File: src/rtl/alu_pattern_sequencer_if.sv
// Signal bundle between the pattern sequencer (master) and the 2-bit alu under test (slave).
interface alu_pattern_sequencer_if;
  logic [1:0] ain;
  logic [1:0] bin;
  logic       sel;
  logic [1:0] zout;

  modport master (output ain, output bin, output sel, input zout);
  modport slave  (input ain, input bin, input sel, output zout);
endinterface

File: src/rtl/alu_pattern_sequencer.sv
// On-chip capture/measure engine: applies stored vectors to the alu, waits a settle
// window, strobes zout against masked expectations and records pass/fail statistics.
module alu_pattern_sequencer #(
  parameter int NPAT       = 16,
  parameter int AW         = 4,
  parameter int SETTLE_CYC = 4
) (
  input  logic                    clk,
  input  logic                    rst_n,
  input  logic                    start,
  input  logic                    abort,
  input  logic [AW:0]             num_pat,
  input  logic                    wr_en,
  input  logic [AW-1:0]           wr_addr,
  input  logic [4:0]              wr_pi,
  input  logic [1:0]              wr_xpct,
  input  logic [1:0]              wr_mask,
  alu_pattern_sequencer_if.master alu,
  output logic                    busy,
  output logic                    done,
  output logic                    pass,
  output logic [AW:0]             fail_cnt,
  output logic [AW-1:0]           first_fail_idx,
  output logic                    first_fail_vld
);

  localparam int          CW     = (SETTLE_CYC > 1) ? $clog2(SETTLE_CYC) : 1;
  localparam logic [AW:0] NPAT_W = (AW+1)'(NPAT);

  typedef enum logic [2:0] {IDLE, APPLY, SETTLE, STROBE, DONE} state_t;

  state_t          state, next_state;
  logic [8:0]      mem [NPAT];
  logic [AW-1:0]   idx;
  logic [CW-1:0]   settle_cnt;
  logic [AW:0]     run_len;
  logic [AW:0]     num_eff;
  logic [1:0]      ain_q, bin_q;
  logic            sel_q;
  logic [8:0]      rd;
  logic            last;
  logic            mismatch;
  logic            aborting;

  // Entry layout: {ain[1:0], bin[1:0], sel, xpct[1:0], mask[1:0]}
  assign rd       = mem[idx];
  assign num_eff  = (num_pat > NPAT_W) ? NPAT_W : num_pat;
  assign last     = ({1'b0, idx} == (run_len - (AW+1)'(1)));
  assign mismatch = |((alu.zout ^ rd[3:2]) & rd[1:0]);
  assign aborting = abort && (state != IDLE);
  assign busy     = (state == APPLY) || (state == SETTLE) || (state == STROBE);

  assign alu.ain = ain_q;
  assign alu.bin = bin_q;
  assign alu.sel = sel_q;

  always_ff @(posedge clk or negedge rst_n) begin
    if (!rst_n) state <= IDLE;
    else        state <= next_state;
  end

  always_comb begin
    next_state = state;
    case (state)
      IDLE:    if (start) next_state = (num_eff != '0) ? APPLY : DONE;
      APPLY:   next_state = SETTLE;
      SETTLE:  if (settle_cnt == '0) next_state = STROBE;
      STROBE:  next_state = last ? DONE : APPLY;
      DONE:    next_state = IDLE;
      default: next_state = IDLE;
    endcase
    if (aborting) next_state = IDLE;
  end

  // Abort wins over every state action; statistics from the aborted run are kept.
  always_ff @(posedge clk or negedge rst_n) begin
    if (!rst_n) begin
      for (int i = 0; i < NPAT; i++) mem[i] <= '0;
      idx            <= '0;
      settle_cnt     <= '0;
      run_len        <= '0;
      ain_q          <= '0;
      bin_q          <= '0;
      sel_q          <= 1'b0;
      done           <= 1'b0;
      pass           <= 1'b0;
      fail_cnt       <= '0;
      first_fail_idx <= '0;
      first_fail_vld <= 1'b0;
    end else begin
      done <= 1'b0;
      if (wr_en && state == IDLE) mem[wr_addr] <= {wr_pi, wr_xpct, wr_mask};
      if (aborting) begin
        ain_q <= '0;
        bin_q <= '0;
        sel_q <= 1'b0;
      end else begin
        case (state)
          IDLE: begin
            if (start) begin
              fail_cnt       <= '0;
              first_fail_vld <= 1'b0;
              pass           <= 1'b0;
              idx            <= '0;
              run_len        <= num_eff;
            end
          end
          APPLY: begin
            ain_q      <= rd[8:7];
            bin_q      <= rd[6:5];
            sel_q      <= rd[4];
            settle_cnt <= CW'(SETTLE_CYC - 1);
          end
          SETTLE: begin
            if (settle_cnt != '0) settle_cnt <= settle_cnt - CW'(1);
          end
          STROBE: begin
            if (mismatch) begin
              if (fail_cnt != '1) fail_cnt <= fail_cnt + (AW+1)'(1);
              if (!first_fail_vld) begin
                first_fail_idx <= idx;
                first_fail_vld <= 1'b1;
              end
            end
            if (!last) idx <= idx + AW'(1);
          end
          DONE: begin
            done  <= 1'b1;
            pass  <= (fail_cnt == '0);
            ain_q <= '0;
            bin_q <= '0;
            sel_q <= 1'b0;
          end
          default: ;
        endcase
      end
    end
  end

endmodule

File: src/flat_wrapper.sv
// flat-port wrapper written by rule: the top's interface ports become plain ports
module alu_pattern_sequencer_flat 
#(
  parameter int NPAT       = 16,
  parameter int AW         = 4,
  parameter int SETTLE_CYC = 4
)
  (clk, rst_n, start, abort, num_pat, wr_en, wr_addr, wr_pi, wr_xpct, wr_mask, busy, done, pass, fail_cnt, first_fail_idx, first_fail_vld, alu_ain, alu_bin, alu_sel, alu_zout);
  alu_pattern_sequencer_if alu_i ();
  input  logic clk;
  input  logic rst_n;
  input  logic start;
  input  logic abort;
  input  logic [AW:0] num_pat;
  input  logic wr_en;
  input  logic [AW-1:0] wr_addr;
  input  logic [4:0] wr_pi;
  input  logic [1:0] wr_xpct;
  input  logic [1:0] wr_mask;
  output logic busy;
  output logic done;
  output logic pass;
  output logic [AW:0] fail_cnt;
  output logic [AW-1:0] first_fail_idx;
  output logic first_fail_vld;
  output wire logic [$bits(alu_i.ain)-1:0] alu_ain;
  output wire logic [$bits(alu_i.bin)-1:0] alu_bin;
  output wire logic [$bits(alu_i.sel)-1:0] alu_sel;
  input wire logic [$bits(alu_i.zout)-1:0] alu_zout;
  assign alu_ain = alu_i.ain;
  assign alu_bin = alu_i.bin;
  assign alu_sel = alu_i.sel;
  assign alu_i.zout = alu_zout;
  alu_pattern_sequencer #(.NPAT(NPAT), .AW(AW), .SETTLE_CYC(SETTLE_CYC)) u_core (.clk(clk), .rst_n(rst_n), .start(start), .abort(abort), .num_pat(num_pat), .wr_en(wr_en), .wr_addr(wr_addr), .wr_pi(wr_pi), .wr_xpct(wr_xpct), .wr_mask(wr_mask), .alu(alu_i), .busy(busy), .done(done), .pass(pass), .fail_cnt(fail_cnt), .first_fail_idx(first_fail_idx), .first_fail_vld(first_fail_vld));
endmodule
File: config.mk
export PLATFORM = sky130hd
export DESIGN_NAME = alu_pattern_sequencer_flat
export DESIGN_NICKNAME = d
export VERILOG_FILES = /design/src/rtl/alu_pattern_sequencer_if.sv /design/src/rtl/alu_pattern_sequencer.sv /design/src/flat_wrapper.sv
export SDC_FILE = /design/constraint.sdc
export NUM_CORES = 1
export LEC_CHECK = 0
export ABC_AREA = 0
export BUFFER_PORTS_ARGS = -buffer_cell sky130_fd_sc_hd__buf_2
export CAP_MARGIN = 5
export CORE_MARGIN = 2
export CORE_UTILIZATION = 41
export DETAILED_ROUTE_END_ITERATION = 8
export GPL_TIMING_DRIVEN = 1
export PLACE_DENSITY = 0.63
export SYNTH_ARGS = -nofsm -noshare
export SYNTH_HDL_FRONTEND = slang
export SYNTH_SLANG_ARGS = --single-unit
File: constraint.sdc
create_clock -name clk -period 4.8 [get_ports clk]
set_input_delay 0 -clock clk [delete_from_list [all_inputs] [get_ports clk]]
set_output_delay 0 -clock clk [all_outputs]
set_load 0.05 [all_outputs]
### Yosys cells after proc, flatten, opt, wreduce, memory -nomap -nowiden

Cells that the tools add are included.
Widths: inputs -> output; s select.

| cells by class | value |
|---|---|
| add/subtract/negate cells | 4 |
| $lt $le $gt $ge | 4 |
| eq/ne operators | 13 |
| mux-type cells | 34 |
| bitwise logic cells | 6 |
| reductions and logical operators | 24 |

Operators with widths:

| cell | number |
|---|---|
| $bwmux 144 | 1 |
| $bmux 9 s4 | 1 |
| $demux 9 s4 | 1 |
| $mux 9 | 3 |
| $mux 5 | 4 |
| $mux 3 | 5 |
| $pmux 2 s2 | 3 |
| $pmux 3 s4 | 1 |
| $reduce_and 4->1 | 3 |
| $ge 5x5->1 const B | 2 |
| $not 4->5 | 2 |
| $pmux 5 s2 | 1 |
| $reduce_and 3->1 | 3 |
| $mux 4 | 2 |
| $ne 2x2->1 const B | 4 |
| $pmux 4 s2 | 1 |
| $reduce_bool 2->1 | 4 |
| $eq 3x2->1 const B | 2 |
| $mux 2 | 3 |
| $ne 3x2->1 const B | 2 |
| $pmux 1 s2 | 3 |
| $reduce_bool 3->1 | 2 |
| $add 5x1->5 const B | 1 |
| $eq 4x5->1 | 1 |
| other kinds (22) | 30 |

| word-level totals | value |
|---|---|
| register bits | 175 |
| input port bits | 25 |
| output and inout port bits | 18 |
| word-level logic and storage cells | 113 |

### Longest topological paths before layout

Gate-level depths: netlist of the first run.

| depth | value |
|---|---|
| depth in word-level cells | 9 |
| mapped depth | 9 |
| gate-level depth less buffers | 8 |

### Least setup slack after synthesis of the first run

No wires, ideal clock.

| timing | value |
|---|---|
| kind | flip-flop to flip-flop |
| start point | register u_core.idx[0] |
| end point | register u_core.first_fail_idx[0] |
| data arrival time | 2.365 ns |
| setup slack | 2.310 ns |
| cell stages (with the launch flop) | 9 |
| buffers on the path | 1 |
| clock period less this slack | 2.490 ns |
| cells stage by stage | dfrtp_1 > buf_6 > mux4_1 > mux2i_1 > xnor2_1 > o211ai_1 > a22oi_4 > nor4b_4 > mux2_4 |

| between the ends | value |
|---|---|
| cells in the longest elaborated chain, start to end | 8 |

RTL lines:

| item | RTL line | text |
|---|---|---|
| start: declaration | alu_pattern_sequencer.sv:34 | `logic [AW-1:0] idx;` |
| start signal: assignment | alu_pattern_sequencer.sv:125 | `if (!last) idx <= idx + AW'(1);` |
| $not 4->5 (implied by the code) | alu_pattern_sequencer.sv:46 | `assign rd = mem[idx];` |
| $bmux 9 s4 | alu_pattern_sequencer.sv:46 |  |
| $mux 9 (implied by the code) (2 in series) | alu_pattern_sequencer.sv:46 |  |
| $xor 2x2->2 | alu_pattern_sequencer.sv:49 | `assign mismatch = \|((alu.zout ^ rd[3:2]) & rd[1:0]);` |
| $and 2x2->2 | alu_pattern_sequencer.sv:49 |  |
| $reduce_or 2->1 | alu_pattern_sequencer.sv:49 |  |
| $reduce_and 4->1 (no source line) | - |  |
| end signal: assignment | alu_pattern_sequencer.sv:121 | `first_fail_idx <= idx;` |
| end: declaration | alu_pattern_sequencer.sv:23 | `output logic [AW-1:0] first_fail_idx,` |

Several ways; a longest one is shown, not always the timed one. The select of a mux whose other input is x is not followed.
A chain may end at the register's enable or synchronous reset.

### Worst setup path in the final report of the first run

| timing | value |
|---|---|
| start point | register u_core.idx[0] |
| end point | register u_core.first_fail_idx[2] |

| between the ends | value |
|---|---|
| cells in the longest elaborated chain, start to end | 8 |

RTL lines:

| item | RTL line |
|---|---|
| $not 4->5 (implied by the code) * | alu_pattern_sequencer.sv:46 |
| $bmux 9 s4 * | alu_pattern_sequencer.sv:46 |
| $mux 9 (implied by the code) * (2 in series) | alu_pattern_sequencer.sv:46 |
| $xor 2x2->2 | alu_pattern_sequencer.sv:49 |
| $and 2x2->2 * | alu_pattern_sequencer.sv:49 |
| $reduce_or 2->1 * | alu_pattern_sequencer.sv:49 |
| $reduce_and 4->1 (no source line) * | - |

Every way passes the cells marked *; elsewhere a longest branch is shown, timed or not. The select of a mux whose other input is x is not followed.

==> impl_metrics.env, run 1 <==
export IMPL_htreeDepth=4
export IMPL_r2r_slack_ns=1.56
export IMPL_period_share=0.674
export IMPL_grt_remaining_overflow=0
export IMPL_cp_end_kind="register"
export IMPL_die_area_mm2=0.0219
export IMPL_final_util=0.469
export IMPL_synthFlopType="dfrtp_1"
export IMPL_power_density_mw_per_mm2=607
export IMPL_relSlewSlack=0.196
export IMPL_gp_congestion=0.766
export IMPL_synth_most_common_cell="dfrtp_1"
export IMPL_drc=0
export IMPL_cpMaxStageDelayCell="dfrtp_2"
export IMPL_syn_inst=599
export IMPL_nets=670
export IMPL_clkLatencyLatePin_ns=0.44
export IMPL_hold_class="primary input to register"
export IMPL_critPathMaxStageDelay_ns=0.98
export IMPL_core_area_mm2=0.0203
export IMPL_worstPathMaxFanout=29
export IMPL_drive_gt1_frac=0.411
export IMPL_yosys_top_cells_area="dfrtp_1 (52%), mux2_2 (19%), mux4_2 (6.9%)"
export IMPL_grt_util_all_layers=0.180
export IMPL_grt_max_degree=112
export IMPL_wirelength_um=18700
export IMPL_wl_per_cell_um=20.2
export IMPL_hp_start="start"
export IMPL_cts_setup_buffers=0
export IMPL_ant_nets=0
export IMPL_area_delta_synth_final_pct=12.0
export IMPL_synthTopCellsByCount="dfrtp_1 (175), mux2_2 (147), nand2_1 (32), mux4_2 (26), nor2_1 (23)"
export IMPL_mappedNetlistNets=630
export IMPL_cts_hold_buf=7
export IMPL_min_path_cells=5
export IMPL_detail_route_iter0_violations=267
export IMPL_die_w_um=148
export IMPL_num_io_pins=43
export IMPL_min_to="u_core.state[0]"
export IMPL_drt_first_pass_iters=5
export IMPL_fillerInstances=1803
export IMPL_ys_seq_area_frac=0.516
export IMPL_yosys_warnings=0
export IMPL_fin_crit_ns=3.24
export IMPL_die_y_um=148
export IMPL_fin_tns_setup_ns=0
export IMPL_grt_pass1_wl_um=30000
export IMPL_crit_path_start_kind="register"
export IMPL_design_area_mm2=0.00952
export IMPL_yosysTopAreaCell="dfrtp_1"
export IMPL_async_flop_share=1.00
export IMPL_p_leak_nw=4.20
export IMPL_synth_edf_count=0
export IMPL_path_cells="mux4_1 -> xor2_1 -> nand3_1 -> o2111a_1 -> a22oi_4 -> nor4b_4 -> mux2_4"
export IMPL_cts_tree="built"
export IMPL_syn_area_per_cell_um2=14.2
export IMPL_via_per_inst=5.58
export IMPL_critPathKind="register to register"
export IMPL_syn_area_mm2=0.00849
export IMPL_num_vias=5159
export IMPL_rsz0062_at_grt="no"
export IMPL_cts_sinks=175
export IMPL_finalSetupViolCount=0
export IMPL_initial_core_util=0.418
export IMPL_ir_worst_vdd_mv=0.245
export IMPL_antenna_found_initial=2
export IMPL_crit_start="u_core.idx[0]"
export IMPL_io_buffers=42
export IMPL_worstPathArrival_ns=3.56
export IMPL_r2r_end="u_core.first_fail_idx[2]"
export IMPL_synth_top_area_frac=0.516
export IMPL_worst_pin_slew_ns=1.20
export IMPL_cts_clk_slew_worst_paths_ns=0.07
export IMPL_cts_resized=0
export IMPL_dp_hpwl_um=12400
export IMPL_cp_required_ns=5.12
export IMPL_reg2reg_depth=7
export IMPL_clk_path_buf_depth=2
export IMPL_cts_buffers=17
export IMPL_status="completed"
export IMPL_rows=52
export IMPL_placed_cell_area_mm2=0.00884
export IMPL_cts_root_buffer="clkbuf_16"
export IMPL_synth_seq_cells=175
export IMPL_reg2reg_from="u_core.idx[0]"
export IMPL_hold_viol_final=0
export IMPL_grt_pass1_vias=5480
export IMPL_maxCapViolCount=0
export IMPL_synth_cell_types=55
export IMPL_final_max_slew_violation_count=0
export IMPL_fin_worst_skew_ns=0.00980
export IMPL_fmax_ghz=0.309
-- layer usage --
metal	wire length [um]	vias to the layer above	GRT usage	part of all wire
met1	8420	2710	0.235	0.45
li1	-	2286	-	-
met2	9040	125	0.292	0.48
met5	7	-	0	0.00037
met4	521	2	0.0800	0.028
met3	679	36	0.0377	0.036
-- how the worst max path moves through the flow --
stage                               end  depth (start not counted)
3_5_place_dp   u_core.first_fail_idx[2]                          7
5_1_grt        u_core.first_fail_idx[0]                          7
6_report       u_core.first_fail_idx[2]                          7
3_3_place_gp   u_core.first_fail_idx[0]                          7
2_1_floorplan  u_core.first_fail_idx[0]                          8
4_1_cts        u_core.first_fail_idx[2]                          7
-- registers in the layout (all words and copies together), names as in the netlist --
| name | count |
|---|---|
| u_core.mem | 144 |
| u_core.fail_cnt | 5 |
| u_core.run_len | 5 |
| u_core.first_fail_idx | 4 |
| u_core.idx | 4 |
| u_core.state | 3 |
| u_core.alu.ain | 2 |
| u_core.alu.bin | 2 |
| u_core.settle_cnt | 2 |
| u_core.alu.sel | 1 |
| u_core.done | 1 |
| u_core.first_fail_vld | 1 |
| u_core.pass | 1 |
-- report_power, final --
part	leakage [nW]	switching, W	internal [W]
clock	0.292	0.000638	0.000767
sequential	2.24	0.000445	0.00214
combinational	1.66	0.000740	0.00104
-- final cells by class --
cell class / instances / area (um2) / share of cell area
inverters: 18 / 67.6 / 0.00710
multi-input cells: 374 / 3810 / 0.401
clock inverters: 13 / 144 / 0.0151
flip-flops and latches: 175 / 4380 / 0.460
diodes: 2 / 5.00 / 0.000526
well taps: 270 / 338 / 0.0355
repair buffers: 53 / 317 / 0.0333
clock buffers: 19 / 453 / 0.0476
-- layout by cell type (no fill, tap or decap), types with 4 or more instances in the layout --
master / instances
nand3_1: 10
nand2_1: 32
nand3b_1: 5
o21ai_0: 8
nor2b_1: 4
clkbuf_16: 17
dlygate4sd3_1: 7
nor2_1: 23
inv_1: 18
buf_2: 41
mux4_2: 26
a21oi_1: 10
inv_8: 6
mux2_4: 4
mux4_1: 10
mux2i_1: 12
ha_1: 6
buf_4: 4
nor3_1: 6
nand2b_1: 7
xnor2_1: 8
o22ai_1: 5
mux2_2: 147
dfrtp_1: 174
xor2_1: 6
a22o_1: 6
-- through the flow --
| stage | hold WS (ns) | setup slack [ns] | total power (W) | cells |
|---|---|---|---|---|
| after floorplan | -0.296 | 2.31 | 0.00398 | 599 |
| after global placement | 0.195 | 1.61 | 0.00427 | 883 |
| after detailed placement | 0.215 | 1.55 | 0.00440 | 883 |
| after CTS | 0.00334 | 1.54 | 0.00582 | 922 |
| after global routing | 0.0629 | 1.38 | 0.00609 | 922 |
| final | 0.0180 | 1.56 | 0.00578 | 924 |
-- critical path: cells and delay by family (launching register included) --
| family | cells | cell delay (ns) |
|---|---|---|
| DFF | 1 | 0.98 |
| AOI/OAI and AO/OA | 2 | 0.47 |
| and+or+nand+nor | 2 | 0.52 |
| xor gates and xnor gates | 1 | 0.14 |
| muxes | 2 | 1.01 |
-- cells by family (layout without fill, tap and decap cells) --
logic type	Yosys count	after routing	synth area share
simple gates	106	106	0.0658
other cells	0	2	0
fa+ha+maj	6	6	0.00884
buf+inv	50	103	0.0358
xor+xnor	14	14	0.0144
compound gates	49	49	0.0436
mux	199	199	0.316
flops	175	175	0.516
No activity file was read; power rests on OpenSTA's default activity.
==> run 2: changes to the inputs <==
==> constraint.sdc (replaced) <==
create_clock -name clk -period 3.05 [get_ports clk]
set_input_delay 0 -clock clk [delete_from_list [all_inputs] [get_ports clk]]
set_output_delay 0 -clock clk [all_outputs]
set_load 0.05 [all_outputs]
==> run 2 against run 1 <==
  * Total power rose by 61%
  * Utilization rose by 0.96 points
  * Non-clock buffer count rose by 19
  * Sequential share of layout area fell by 0.93 points
  * Flip-flop and latch count did not move
  * Register-to-register slack got worse by 1.2 ns
  * Via count barely moved
  * Fmax rose by 19%
  * Critical path depth did not move
  * Clock skew rose by 0.0042 ns
  * Final cell count rose by 1.8%
  * Global-route usage rose by 1.1 points
==> impl_metrics.env, run 2 (synthesis results as in run 1) <==
export IMPL_crit_path_start_kind="register"
export IMPL_io_buffers=42
export IMPL_rows=52
export IMPL_cts_root_buffer="clkbuf_16"
export IMPL_cts_resized=0
export IMPL_antenna_found_initial=0
export IMPL_pre_cts_ws_ns=0.322
export IMPL_worstPathMaxFanout=10
export IMPL_grt_busiest_layer="met2"
export IMPL_grt_use_met3=0.0367
export IMPL_grt_max_degree=113
export IMPL_setup_ws_ns=0.332
export IMPL_placed_cells=897
export IMPL_grt_pass1_wl_um=31700
export IMPL_dp_hpwl_um=13000
export IMPL_largest_reg_flops=144
export IMPL_die_y_um=148
export IMPL_fmax_ghz=0.368
export IMPL_cts_sinks=175
export IMPL_grt_util_all_layers=0.191
export IMPL_path_delay_family="multiplexers"
export IMPL_drc=0
export IMPL_fin_tns_setup_ns=0
export IMPL_die_w_um=148
export IMPL_regMostFlops="u_core.mem"
export IMPL_nets=689
export IMPL_status="completed"
export IMPL_grtUsageMet1=0.266
export IMPL_maxCapViolCount=0
export IMPL_final_max_slew_violation_count=0
export IMPL_final_common_cell="dfrtp_1"
export IMPL_via_per_inst=5.48
export IMPL_ant_nets=0
export IMPL_cts_tree="built"
export IMPL_core_area_mm2=0.0203
export IMPL_worstPathArrival_ns=3.03
export IMPL_fin_worst_skew_ns=0.0140
export IMPL_relSlewSlack=0.279
export IMPL_wirelength_um=19700
export IMPL_cp_end_kind="register"
export IMPL_grt_remaining_overflow=0
export IMPL_cpMaxStageDelayCell="mux4_1"
export IMPL_final_cells=941
export IMPL_reg_largest_list="u_core.mem: 144 flops, u_core.fail_cnt: 5 flops, u_core.run_len: 5 flops"
export IMPL_clk_path_buf_depth=2
export IMPL_worst_pin_slew_ns=1.08
export IMPL_clkLatencyLatePin_ns=0.43
export IMPL_hold_class="primary input to register"
export IMPL_critPathKind="register to register"
export IMPL_path_cells="mux4_1 -> mux2i_1 -> xnor2_1 -> o211ai_1 -> a22oi_4 -> nor4b_4 -> mux2_4"
export IMPL_cts_clk_slew_worst_paths_ns=0.07
export IMPL_die_area_mm2=0.0219
export IMPL_finalSetupViolCount=0
export IMPL_cp_required_ns=3.36
export IMPL_num_vias=5161
export IMPL_total_power_w=0.00928
export IMPL_hold_viol_final=0
export IMPL_period_share=0.891
export IMPL_mostFrequentLayoutCells="dfrtp_1 (174), mux2_2 (147), buf_2 (41)"
export IMPL_cts_buffers=17
export IMPL_drt_first_pass_iters=5
export IMPL_grt_pass1_vias=5512
export IMPL_p_leak_nw=4.30
export IMPL_detail_route_iter0_violations=292
export IMPL_initial_core_util=0.418
export IMPL_use_met2=0.300
export IMPL_htreeDepth=4
export IMPL_ir_worst_vdd_mv=0.374
export IMPL_worst_path_buf_inv=0
export IMPL_num_io_pins=43
export IMPL_power_density_mw_per_mm2=955
export IMPL_fillerInstances=1763
export IMPL_critPathMaxStageDelay_ns=0.58
export IMPL_drive_gt1_frac=0.417
export IMPL_diodes=0
export IMPL_fin_crit_ns=2.72
export IMPL_rsz0062_at_grt="no"
export IMPL_wl_per_cell_um=20.9
export IMPL_gp_congestion=0.779
export IMPL_area_delta_synth_final_pct=14.3
## run 2: cell count changes in the layout (fill, tap and decap cells not counted), sizes merged
cell         delta
buf            +14
clkbuf          +1
diode           -2
inv             -7
clkinv          +3
dlygate4sd3     +5
bufinv          +3
## run 2: area by class of cell
| class | count | area (um2) | area share |
|---|---|---|---|
| Clock inverter | 12 | 183 | 0.0188 |
| Tap cell | 270 | 338 | 0.0348 |
| Clock buffer | 20 | 447 | 0.0460 |
| Sequential cell | 175 | 4380 | 0.451 |
| Multi-Input combinational cell | 374 | 3810 | 0.392 |
| Inverter | 18 | 67.6 | 0.00696 |
| Timing Repair Buffer | 72 | 484 | 0.0499 |
## run 2: final timing paths
| path | cells after the start | from | end | slack [ns] |
|---|---|---|---|---|
| max | 7 | u_core.idx[0] | u_core.first_fail_idx[0] | 0.33 |
| min | 2 | wr_pi[1] | u_core.mem[59] | 0.02 |
| max reg2reg | 7 | u_core.idx[0] | u_core.first_fail_idx[0] | 0.33 |
| min reg2reg | 1 | u_core.mem[70] | u_core.mem[70] | 0.50 |
| max in group asynchronous | 3 | rst_n | u_core.mem[134] | 1.79 |
| min in group asynchronous | 2 | rst_n | u_core.mem[119] | 0.28 |
## run 2: metal layers
layer | share of wire | up-vias
met4 | 0.018 | 0
met2 | 0.47 | 119
met3 | 0.048 | 25
met5 | 0 | -
met1 | 0.46 | 2698
li1 | - | 2319
## run 2: power by group
group	total, W	internal [W]	switching [W]
combinational	0.00294	0.00168	0.00125
clock	0.00232	0.00140	0.000923
sequential	0.00402	0.00338	0.000638
total	0.00928	0.00646	0.00281
## run 2: what timing repair did
item	in CTS	in global routing
buffers inserted	0	0
endpoints found under the hold margin	126	0
hold buffers	12	0
## run 2: metrics by stage
stage,cell area [um2],hold slack [ns],util
2_1_floorplan,8490,-0.296,-
3_3_place_gp,8960,0.218,0.441
3_5_place_dp,8960,0.228,0.441
4_1_cts,9710,0.00879,0.478
5_1_grt,9710,0.0398,0.478
6_report,9710,0.0227,0.478
